--- src/rtl/branch_resolve_queue_if.sv ---
// Fetch/execute-facing bundle of the branch resolve queue: enqueue,
// resolve, recovery and predictor-training signals.
interface branch_resolve_queue_if #(
  parameter int PC_W   = 16,
  parameter int HIST_W = 4,
  parameter int PCI_W  = 3
) ();
  logic                      enq_valid;
  logic [PC_W-1:0]           enq_pc;
  logic                      enq_pred_taken;
  logic [HIST_W-1:0]         enq_hist;
  logic                      enq_ready;
  logic                      res_valid;
  logic                      res_taken;
  logic [PC_W-1:0]           res_target;
  logic                      mispredict;
  logic [PC_W-1:0]           recover_pc;
  logic                      upd_valid;
  logic [PCI_W+HIST_W-1:0]   upd_pht_ind;
  logic [PCI_W-1:0]          upd_bht_ind;
  logic                      upd_taken;
  logic [HIST_W-1:0]         upd_hist;
  logic                      q_empty;

  modport master (
    output enq_valid, enq_pc, enq_pred_taken, enq_hist,
    output res_valid, res_taken, res_target,
    input  enq_ready, q_empty, mispredict, recover_pc,
    input  upd_valid, upd_pht_ind, upd_bht_ind, upd_taken, upd_hist
  );

  modport slave (
    input  enq_valid, enq_pc, enq_pred_taken, enq_hist,
    input  res_valid, res_taken, res_target,
    output enq_ready, q_empty, mispredict, recover_pc,
    output upd_valid, upd_pht_ind, upd_bht_ind, upd_taken, upd_hist
  );
endinterface

--- src/rtl/branch_resolve_queue.sv ---
// In-order queue of predicted branches; resolves oldest-first, flags mispredicts
// and trains the predictor. BRQ_PERF_STATS_EN adds resolve/mispredict counters.
module branch_resolve_queue #(
  parameter int DEPTH  = 4,
  parameter int PC_W   = 16,
  parameter int HIST_W = 4,
  parameter int PCI_W  = 3
) (
  input  logic        clk,
  input  logic        rst_n,
`ifdef BRQ_PERF_STATS_EN
  output logic [15:0] stat_resolved,
  output logic [15:0] stat_mispred,
`endif
  branch_resolve_queue_if.slave bus
);
  localparam int PTR_W = $clog2(DEPTH);

  logic [PC_W-1:0]   pc_mem   [DEPTH];
  logic              pred_mem [DEPTH];
  logic [HIST_W-1:0] hist_mem [DEPTH];

  logic [PTR_W-1:0] head, tail;
  logic [PTR_W:0]   count;

  logic full, do_enq, do_res, mis;
  logic [PC_W-1:0]   head_pc;
  logic [HIST_W-1:0] head_hist;

  assign full      = (count == (PTR_W+1)'(DEPTH));
  assign bus.enq_ready = !full;
  assign bus.q_empty   = (count == '0);

  assign head_pc   = pc_mem[head];
  assign head_hist = hist_mem[head];

  // Full is judged before the edge, so a same-cycle resolve never frees a slot for enqueue
  assign do_enq = bus.enq_valid && !full;
  assign do_res = bus.res_valid && (count != '0);
  assign mis    = do_res && (bus.res_taken != pred_mem[head]);

  always_ff @(posedge clk) begin
    if (do_enq) begin
      pc_mem[tail]   <= bus.enq_pc;
      pred_mem[tail] <= bus.enq_pred_taken;
      hist_mem[tail] <= bus.enq_hist;
    end
  end

  always_ff @(posedge clk or negedge rst_n) begin
    if (!rst_n) begin
      head  <= '0;
      tail  <= '0;
      count <= '0;
    end else if (mis) begin
      // Everything younger than the mispredicted head, including a same-cycle enqueue, is squashed
      head  <= '0;
      tail  <= '0;
      count <= '0;
    end else begin
      if (do_enq) tail <= tail + 1'b1;
      if (do_res) head <= head + 1'b1;
      case ({do_enq, do_res})
        2'b10:   count <= count + 1'b1;
        2'b01:   count <= count - 1'b1;
        default: count <= count;
      endcase
    end
  end

  always_ff @(posedge clk or negedge rst_n) begin
    if (!rst_n) begin
      bus.mispredict  <= 1'b0;
      bus.recover_pc  <= '0;
      bus.upd_valid   <= 1'b0;
      bus.upd_pht_ind <= '0;
      bus.upd_bht_ind <= '0;
      bus.upd_taken   <= 1'b0;
      bus.upd_hist    <= '0;
    end else begin
      bus.mispredict <= mis;
      bus.upd_valid  <= do_res;
      if (mis)
        bus.recover_pc <= bus.res_taken ? bus.res_target : head_pc + PC_W'(2);
      if (do_res) begin
        bus.upd_pht_ind <= {head_pc[PCI_W:1], head_hist};
        bus.upd_bht_ind <= head_pc[PCI_W:1];
        bus.upd_taken   <= bus.res_taken;
        bus.upd_hist    <= {head_hist[HIST_W-2:0], bus.res_taken};
      end
    end
  end

`ifdef BRQ_PERF_STATS_EN
  always_ff @(posedge clk or negedge rst_n) begin
    if (!rst_n) begin
      stat_resolved <= '0;
      stat_mispred  <= '0;
    end else begin
      if (do_res && stat_resolved != 16'hFFFF) stat_resolved <= stat_resolved + 16'd1;
      if (mis && stat_mispred != 16'hFFFF)     stat_mispred  <= stat_mispred + 16'd1;
    end
  end
`endif
endmodule
--- src/flat_wrapper.sv ---
// flat-port wrapper written by rule: the top's interface ports become plain ports
module branch_resolve_queue_flat 
#(
  parameter int DEPTH  = 4,
  parameter int PC_W   = 16,
  parameter int HIST_W = 4,
  parameter int PCI_W  = 3
)
  (clk, rst_n, bus_enq_valid, bus_enq_pc, bus_enq_pred_taken, bus_enq_hist, bus_res_valid, bus_res_taken, bus_res_target, bus_enq_ready, bus_q_empty, bus_mispredict, bus_recover_pc, bus_upd_valid, bus_upd_pht_ind, bus_upd_bht_ind, bus_upd_taken, bus_upd_hist);
  branch_resolve_queue_if #(.PC_W(PC_W), .HIST_W(HIST_W), .PCI_W(PCI_W)) bus_i ();
  input  logic clk;
  input  logic rst_n;
  input wire logic [$bits(bus_i.enq_valid)-1:0] bus_enq_valid;
  input wire logic [$bits(bus_i.enq_pc)-1:0] bus_enq_pc;
  input wire logic [$bits(bus_i.enq_pred_taken)-1:0] bus_enq_pred_taken;
  input wire logic [$bits(bus_i.enq_hist)-1:0] bus_enq_hist;
  input wire logic [$bits(bus_i.res_valid)-1:0] bus_res_valid;
  input wire logic [$bits(bus_i.res_taken)-1:0] bus_res_taken;
  input wire logic [$bits(bus_i.res_target)-1:0] bus_res_target;
  output wire logic [$bits(bus_i.enq_ready)-1:0] bus_enq_ready;
  output wire logic [$bits(bus_i.q_empty)-1:0] bus_q_empty;
  output wire logic [$bits(bus_i.mispredict)-1:0] bus_mispredict;
  output wire logic [$bits(bus_i.recover_pc)-1:0] bus_recover_pc;
  output wire logic [$bits(bus_i.upd_valid)-1:0] bus_upd_valid;
  output wire logic [$bits(bus_i.upd_pht_ind)-1:0] bus_upd_pht_ind;
  output wire logic [$bits(bus_i.upd_bht_ind)-1:0] bus_upd_bht_ind;
  output wire logic [$bits(bus_i.upd_taken)-1:0] bus_upd_taken;
  output wire logic [$bits(bus_i.upd_hist)-1:0] bus_upd_hist;
  assign bus_i.enq_valid = bus_enq_valid;
  assign bus_i.enq_pc = bus_enq_pc;
  assign bus_i.enq_pred_taken = bus_enq_pred_taken;
  assign bus_i.enq_hist = bus_enq_hist;
  assign bus_i.res_valid = bus_res_valid;
  assign bus_i.res_taken = bus_res_taken;
  assign bus_i.res_target = bus_res_target;
  assign bus_enq_ready = bus_i.enq_ready;
  assign bus_q_empty = bus_i.q_empty;
  assign bus_mispredict = bus_i.mispredict;
  assign bus_recover_pc = bus_i.recover_pc;
  assign bus_upd_valid = bus_i.upd_valid;
  assign bus_upd_pht_ind = bus_i.upd_pht_ind;
  assign bus_upd_bht_ind = bus_i.upd_bht_ind;
  assign bus_upd_taken = bus_i.upd_taken;
  assign bus_upd_hist = bus_i.upd_hist;
  branch_resolve_queue #(.DEPTH(DEPTH), .PC_W(PC_W), .HIST_W(HIST_W), .PCI_W(PCI_W)) u_core (.clk(clk), .rst_n(rst_n), .bus(bus_i));
endmodule
--- config.mk ---
export PLATFORM = sky130hd
export DESIGN_NAME = branch_resolve_queue_flat
export DESIGN_NICKNAME = d
export VERILOG_FILES = /design/src/rtl/branch_resolve_queue_if.sv /design/src/rtl/branch_resolve_queue.sv /design/src/flat_wrapper.sv
export SDC_FILE = /design/constraint.sdc
export NUM_CORES = 1
export LEC_CHECK = 0
export BUFFER_PORTS_ARGS = -buffer_cell sky130_fd_sc_hd__buf_2
export CORE_UTILIZATION = 61
export CTS_CLUSTER_SIZE = 25
export DETAILED_ROUTE_END_ITERATION = 16
export PLACE_DENSITY = 0.85
export SLEW_MARGIN = 5
export SYNTH_ARGS = -nofsm -noshare
export SYNTH_HDL_FRONTEND = slang
export SYNTH_SLANG_ARGS = --single-unit
--- constraint.sdc ---
create_clock -name clk -period 5.6 [get_ports clk]
set_clock_uncertainty 0.05 [all_clocks]
set_input_delay 0.28 -clock clk [delete_from_list [all_inputs] [get_ports clk]]
set_output_delay 0.28 -clock clk [all_outputs]
set_load 0.01 [all_outputs]
# == Word-level counts from Yosys, hierarchy flattened ==
# Memory sizes are Yosys's and may differ from the RTL's.
# Index checks and enable logic that the tools add are counted.
# Widths: inputs -> output; s select.
# totals
n_memories,3
ff_bits,40
ramBits,84
# op_classes
add_sub_neg,5
n_eq_ne,4
n_reduce_logical,9
mux,9
# memory_table
memory,depth,width,read_ports,rd_clocked_by_memory_dff,write_ports,line_no,rtl
u_core.pc_mem,4,16,1,0,1,branch_resolve_queue.sv:19,logic [PC_W-1:0] pc_mem [DEPTH];
u_core.hist_mem,4,4,1,0,1,branch_resolve_queue.sv:21,logic [HIST_W-1:0] hist_mem [DEPTH];
u_core.pred_mem,4,1,1,0,1,branch_resolve_queue.sv:20,logic pred_mem [DEPTH];
# ops
operator,count
$add 16x2->16 const B,1
$mux 16,1
$mux 2,4
$pmux 3 s2,1
$reduce_bool 3->1,2
$add 2x1->2 const B,2
$reduce_bool 2->1,2
$add 3x1->3 const B,1
$eq 3x3->1 const B,1
$logic_and 1x1->1,3
$logic_not 3->1,1
$mux 3,1
$sub 3x1->3 const B,1
$eq 2x1->1 const B,1
$eq 2x2->1 const B,1
$mux 1,2
$logic_not 1->1,1
$ne 1x1->1,1

# == Depth between registers and ports, before layout ==
# Gate-level depths: netlist of the first run.
# logic_depth
depth_word,6
ltp_mapped,10
ltp_nobuf,10

# == Worst setup path before layout of the first run ==
# No wires, ideal clock.
# synth_timing
path_kind,flip-flop to flip-flop
start,register u_core.count[0]
end,register u_core.count[2]
path_stages_with_launch,10
t_required_ps,5429
synth_period_minus_slack_ps,2527
slack_ps,3073
arrival_ps,2356
cell_sequence,dfrtp_1 -> o31ai_1 -> inv_2 -> clkbuf_1 -> ha_1 -> fa_1 -> xnor2_1 -> nor2_1 -> xnor2_1 -> nor2_1
# synth_via
word_cells_on_any_way,13
cone_classes,add/sub (2); eq/ne (3); mux (2); reduce/logical (6)
# synth_rtl
element,line_no,rtl
start: declaration,branch_resolve_queue.sv:24,logic [PTR_W:0] count;
start signal: assignment,branch_resolve_queue.sv:64,2'b10: count <= count + 1'b1;
start signal: assignment,branch_resolve_queue.sv:65,2'b01: count <= count - 1'b1;
start signal: assignment,branch_resolve_queue.sv:66,default: count <= count;
$reduce_bool 3->1 *,branch_resolve_queue.sv:39,assign do_res = bus.res_valid && (count != '0);
$logic_and 1x1->1 *,branch_resolve_queue.sv:39,
net u_core.do_res,branch_resolve_queue.sv:26,"logic full, do_enq, do_res, mis;"
$eq 2x1->1 / $eq 2x2->1 (equally long branches),branch_resolve_queue.sv:63,"case ({do_enq, do_res})"
$pmux 3 s2,branch_resolve_queue.sv:63,
$mux 3,branch_resolve_queue.sv:55,end else if (mis) begin
# The timed path passes the listed nets; every way through them passes the cells marked *.
# A chain may end at the register's enable or synchronous reset.

# == Worst setup path in the final report of the first run ==
# layout_timing
start,register u_core.head[1]
end,register u_core.bus.recover_pc[3]
# layout_via
elab_chain_len,3
word_cells_on_any_way,6
cone_classes,add/sub (1); eq/ne (1); mux (1); reduce/logical (1); memory (2)
# layout_rtl
element,line_no,rtl
start: declaration,branch_resolve_queue.sv:23,"logic [PTR_W-1:0] head, tail;"
start signal: assignment,branch_resolve_queue.sv:62,if (do_res) head <= head + 1'b1;
$mem_v2 4x16 / $mem_v2 4x1 (equally long branches),--,
$add 16x2->16 / $ne 1x1->1 (equally long branches),"branch_resolve_queue.sv:84, branch_resolve_queue.sv:40",
$mux 16 / $logic_and 1x1->1 (equally long branches),"branch_resolve_queue.sv:84, branch_resolve_queue.sv:40",
end signal: assignment,branch_resolve_queue.sv:84,bus.recover_pc <= bus.res_taken ? bus.res_target : head_pc + PC_W'(2);
end: declaration,branch_resolve_queue_if.sv:35,"output enq_ready, q_empty, mispredict, recover_pc,"
# Several ways; a longest one is shown, not always the timed one.

==> metrics.txt, run 1 <==
worst-path fanout max=22; I/O pins=77; multi-input logic area=0.00149 mm^2; Vias/cell=5.80; root buffer cell=clkbuf_8; Simple-Gate Fraction of Synth Area=8.03%; part of the cycle the worst path needs=52.0%; DP HPWL=5.91 mm; pin count of the biggest net entering global routing=34; floorplan core area=0.00785 mm^2; IO buf count=76; outcome=finished, final reports clean; # setup viols final=0; wire per inst=20.0 um; synthesized area=0.00500 mm^2; clk_lat worst skew=0.51 ns; power share of the combinational group=31.1%; Ant. Diodes=0; Slew Viols, Final=0; max cap viols=0; crit-path cells=mux4_2, xnor2_2, nor2_2, mux2_1; largest family of logic cells by synthesized area=multiplexers; Fmax=0.343 GHz; clock share of power=31.9%; nets=462; Pwr Density=569 mW/mm^2; mux cell area share after synthesis=11.0%; slowest CP cell=dfrtp_1; first-pass GRT wire length=16.7 mm; fraction of power spent switching nets=32.1%; Setup crit end kind=register; Min Hold Slack=0.0576 ns; synth unique cells=41; Clock transition at path regs=0.07 ns; Yosys reg bits=117; Crit Path Category=reg2reg; DRT iter0 DRCs=219; via count=3063; clk buf depth=2; total power=3.55 mW; slew margin rel.=25.1%; Clock Sinks=117; Seq/Total Area, Yosys=66.9%; LEAKAGE=2.44 nW; die height=92.6 um; DRC Markers=0; compound-cell area share of the yosys netlist=5.23%; final wirelength=10.6 mm; initial antenna violation count=0; worst min path class=in2reg; Starting Density=63.8%; GR Overflow Total=0; delay-heaviest family, CP=flip-flops; setup_tns=0 ns; Die Wd=92.6 um; CP startpoint kind=register; minimum clock period=2.91 ns; EDFF count, synth=84; share of cells above drive strength 1=33.6%; most frequent cells in the layout=edfxtp_1, buf_2, nand2_1; CP bufs+invs=0; dominant synthesized flop cell=edfxtp_1; ANT nets after route=0; unrepaired setup endpoints after global routing=false; xor and xnor area share after synthesis=3.48%; cts repair resizes=0; ys async rst share=28.2%; Total Routing Usage GR=27.0%; Int Pwr=2.41 mW; NetSw=1.14 mW; Area Growth Syn to Fin=24.8%; Mapped Cells=313; slowest stage delay, CP=1.01 ns; Peak supply drop=0.000304 V; vias in the first global route=3225; syn_area_per_cell=16.0 um^2; Critical Path AT=3.24 ns; row count=32; total CTS buffers=17; Flop pwr share=36.9%; area of the die=0.00857 mm^2; final-report hold violation count=0; Mapped Nets=362; DRT Pass-1 Iters=4; sequential cell area=0.00335 mm^2; CTS tree=yes; fill count=441; Synth Area in Adders=1.90%; commonest non-fill, non-tap cell in the layout=edfxtp_1; GP Congestion=0.749; total of warnings raised by yosys=0; Worst-Margin Slew=1.12 ns; Worst EP required=5.93 ns; H-tree levels=4
## state kept, by name, indices dropped and copies added (netlist names)
signal                  count
u_core.bus.mispredict       1
u_core.bus.recover_pc      16
u_core.bus.upd_bht_ind      3
u_core.bus.upd_hist         3
u_core.bus.upd_pht_ind      2
u_core.bus.upd_valid        1
u_core.count                3
u_core.head                 2
u_core.hist_mem            16
u_core.pc_mem              64
u_core.pred_mem             4
u_core.tail                 2
## power groups by stage
stage / registers (mW) / clock network (mW) / logic [mW]
3_3_place_gp: 1.30 / 0 / 1.02
5_1_grt: 1.34 / 1.18 / 1.21
3_5_place_dp: 1.32 / 0 / 1.07
6_report: 1.31 / 1.13 / 1.11
2_1_floorplan: 1.32 / 0 / 0.790
4_1_cts: 1.31 / 1.13 / 1.11
## cell usage after synthesis (8+ instances only)
cell / number / area share [%]
edfxtp_1: 84 / 50
buf_4: 8 / 1.2
nand2_1: 38 / 2.9
nor2_1: 12 / 0.90
xnor2_1: 14 / 2.5
o21ai_1: 8 / 0.80
a22oi_1: 9 / 1.4
dfrtp_1: 33 / 17
mux4_2: 21 / 9.5
a22o_1: 8 / 1.4
## routing by layer
layer / GRT usage (%) / vias up / part of all wire (%)
met4: 11.3 / 0 / 1.4
met5: 0 / - / 0
met2: 44.5 / 134 / 51
li1: - / 1371 / -
met1: 35.4 / 1545 / 41
met3: 5.42 / 13 / 6.6
## per-stage QoR
stage | worst slack (ns) | cells | cell area, um^2 | utilization, %
after floorplan | 3.07 | 313 | 5000 | -
after global placement | 2.77 | 473 | 5390 | 68.6
after detailed placement | 2.70 | 473 | 5390 | 68.6
after CTS | 2.68 | 528 | 6250 | 79.6
after global routing | 2.51 | 528 | 6250 | 79.6
final | 2.69 | 528 | 6250 | 79.6
## kinds of logic after synthesis
kind of cell / after synthesis
fa+ha+maj: 7
xor+xnor: 19
compound gates: 39
flops: 117
mux: 28
simple gates: 75
buf+inv: 28
## worst min-delay path: cells and delay by family
family,cells,cell delay [ns]
AO/OA/AOI/OAI,1,0.13
multiplexers,1,0.06
buffers and inverters,1,0.09
## final cells by class
type / instances / share of cell area (%)
Sequential cell: 117 / 53.6
Inverter: 8 / 0.481
Clock inverter: 7 / 1.80
Tap cell: 102 / 2.04
Clock buffer: 25 / 8.27
Timing Repair Buffer: 101 / 10.0
Multi-Input combinational cell: 168 / 23.8
## final timing paths
check / endpoint / slack [ns] / depth (start not counted) / start
max reg2reg: u_core.bus.recover_pc[3] / 2.69 / 4 / u_core.head[1]
min: u_core.bus.recover_pc[0] / 0.06 / 3 / bus_res_target[0]
min reg2reg: u_core.bus.upd_bht_ind[1] / 0.44 / 2 / u_core.bus.upd_bht_ind[1]
max in group asynchronous: u_core.bus.recover_pc[13] / 4.69 / 2 / rst_n
min in group asynchronous: u_core.head[1] / 0.33 / 2 / rst_n
max: u_core.bus.recover_pc[3] / 2.69 / 4 / u_core.head[1]
## what timing repair did
| action | CTS | global route |
|---|---|---|
| setup buffers | 0 | 0 |
| hold buffers | 23 | 0 |
| hold endpoints to repair | 118 | 0 |
Note: power is estimated with default switching activity, not from simulation.
==> run 2, diff against run 1 <==
Settings changed: CORE_UTILIZATION 61 to 56, PLACE_DENSITY 0.85 to 0.79.
Clock period 5.6 ns to 2.8 ns, I/O delays scaled along.
==> run 2 against run 1 <==
  * Via count grew 1.1%
  * Non-clock buffer count grew 24
  * Fmax grew 20%
  * Core utilization shrank 5.5 points
  * Hold slack lost 0.022 ns
  * Count of clock-buffer cells in the layout grew 1
  * Sequential power grew 99%
  * Sequential share of layout area shrank 1.6 points
  * Flip-flop and latch count is the same
  * Final cell count grew 5.7%
  * Combinational power grew 110%
  * First-iteration DRC count grew 8.7%
  * Largest cell class unchanged
  * Highest routed layer unchanged
==> metrics.txt, run 2 (same netlist as run 1, synthesis figures left out) <==
outcome=finished, final reports clean; Vias/cell=5.55; GRT busiest layer=met2; Clock transition at path regs=0.05 ns; ANT nets after route=0; commonest non-fill, non-tap cell in the layout=edfxtp_1; die height=96.5 um; reg2reg setup slack=0.37 ns; Starting Density=57.7%; via count=3097; DP HPWL=6.04 mm; setup_tns=0 ns; final-report hold violation count=0; share of cells above drive strength 1=33.6%; placed cells=488; routing usage on met1=30.7%; most frequent cells in the layout=edfxtp_1, buf_2, nand2_1, dlygate4sd3_1, dfrtp_1; Layout Utilization=74.1%; max cap viols=0; GRT met3 Usage=7.04%; clk buf depth=2; GP Congestion=0.731; floorplan core area=0.00868 mm^2; first-pass GRT wire length=15.9 mm; Worst R2R End=u_core.bus.recover_pc[5]; fin worst setup slack=0.366 ns; Worst EP required=3.13 ns; Worst-Margin Slew=0.739 ns; setup bufs post-CTS=0; Clock Sinks=117; number of non-filler instances in the completed layout=558; I/O pins=77; unrepaired setup endpoints after global routing=false; initial antenna violation count=0; fill count=519; worst-case reg-to-reg path depth=6; met2 Use GR=39.3%; DRT Pass-1 Iters=4; Largest regs=u_core.pc_mem x64, u_core.bus.recover_pc x16, u_core.hist_mem x16; Worst setup endpoint=u_core.bus.recover_pc[5]; Peak supply drop=0.000582 V; CP startpoint kind=register; Fmax=0.411 GHz; max reg flops=64; minimum clock period=2.43 ns; LEAKAGE=2.53 nW; pin count of the biggest net entering global routing=34; row count=34; Area Growth Syn to Fin=28.6%; Total Routing Usage GR=24.4%; FF-to-FF Start=u_core.head[0]; final wirelength=10.3 mm; DRT iter0 DRCs=238; worst-path fanout max=13; total CTS buffers=17; Die Wd=96.5 um; CTS tree=yes; Ant. Diodes=0; IO buf count=76; # setup viols final=0; total power=6.98 mW; Critical Path AT=2.76 ns; Setup crit end kind=register; Top reg by flops=u_core.pc_mem; Pwr Density=1080 mW/mm^2; DP Worst Slack=0.390 ns; GR Overflow Total=0; Min Hold Slack=0.0354 ns; vias in the first global route=3216; DRC Markers=0; design area=0.00643 mm^2; part of the cycle the worst path needs=86.9%; slew margin rel.=50.7%; H-tree levels=4; CP startpoint=u_core.head[0]; Crit Path Category=reg2reg; clk_lat worst skew=0.51 ns; nets=486; dpl cell area=0.00546 mm^2; root buffer cell=clkbuf_8; Slew Viols, Final=0; worst min path class=in2reg; wire per inst=18.5 um; area of the die=0.00932 mm^2
run 2: worst min path at each step:
stage                   from                      to  depth (start not counted)
6_report       bus_res_taken  u_core.bus.upd_hist[0]                          3
5_1_grt        bus_enq_valid          u_core.tail[1]                          4
4_1_cts        bus_res_taken  u_core.bus.upd_hist[0]                          3
3_5_place_dp           rst_n         u_core.count[2]                          1
3_3_place_gp           rst_n         u_core.count[2]                          1
2_1_floorplan          rst_n   u_core.bus.mispredict                          0
run 2: layout make-up:
type	count	area [um^2]	share of cell area, %
inverters	8	30.0	0.467
multi-input cells	168	1490	23.1
clock buffers	26	532	8.27
flip-flops and latches	117	3350	52.0
repair buffers	125	843	13.1
clock inverters	6	60.1	0.933
well taps	108	135	2.10
run 2: routing by layer:
metal  vias up  wire [um]
met4         0        185
met3        19        626
met5         -          0
met1      1524       4340
met2       124       5190
li1       1430          -
run 2: repair_timing:
item                                    CTS  global route
resized for setup                         0             0
endpoints found under the setup margin    0             0
hold buffers                             38             0
endpoints found under the hold margin   133             0
run 2: critical path, stage by stage (launching register included):
cell	delay, ns
dfrtp_1	0.58
buf_4	0.34
mux4_2	0.64
nand3_1	0.15
xor2_1	0.14
o21ai_0	0.09
mux2_1	0.32
run 2: power by group:
group          internal [mW]  switching (mW)  total, mW
sequential              2.34           0.271       2.61
combinational           1.00            1.28       2.28
clock                   1.38           0.706       2.09
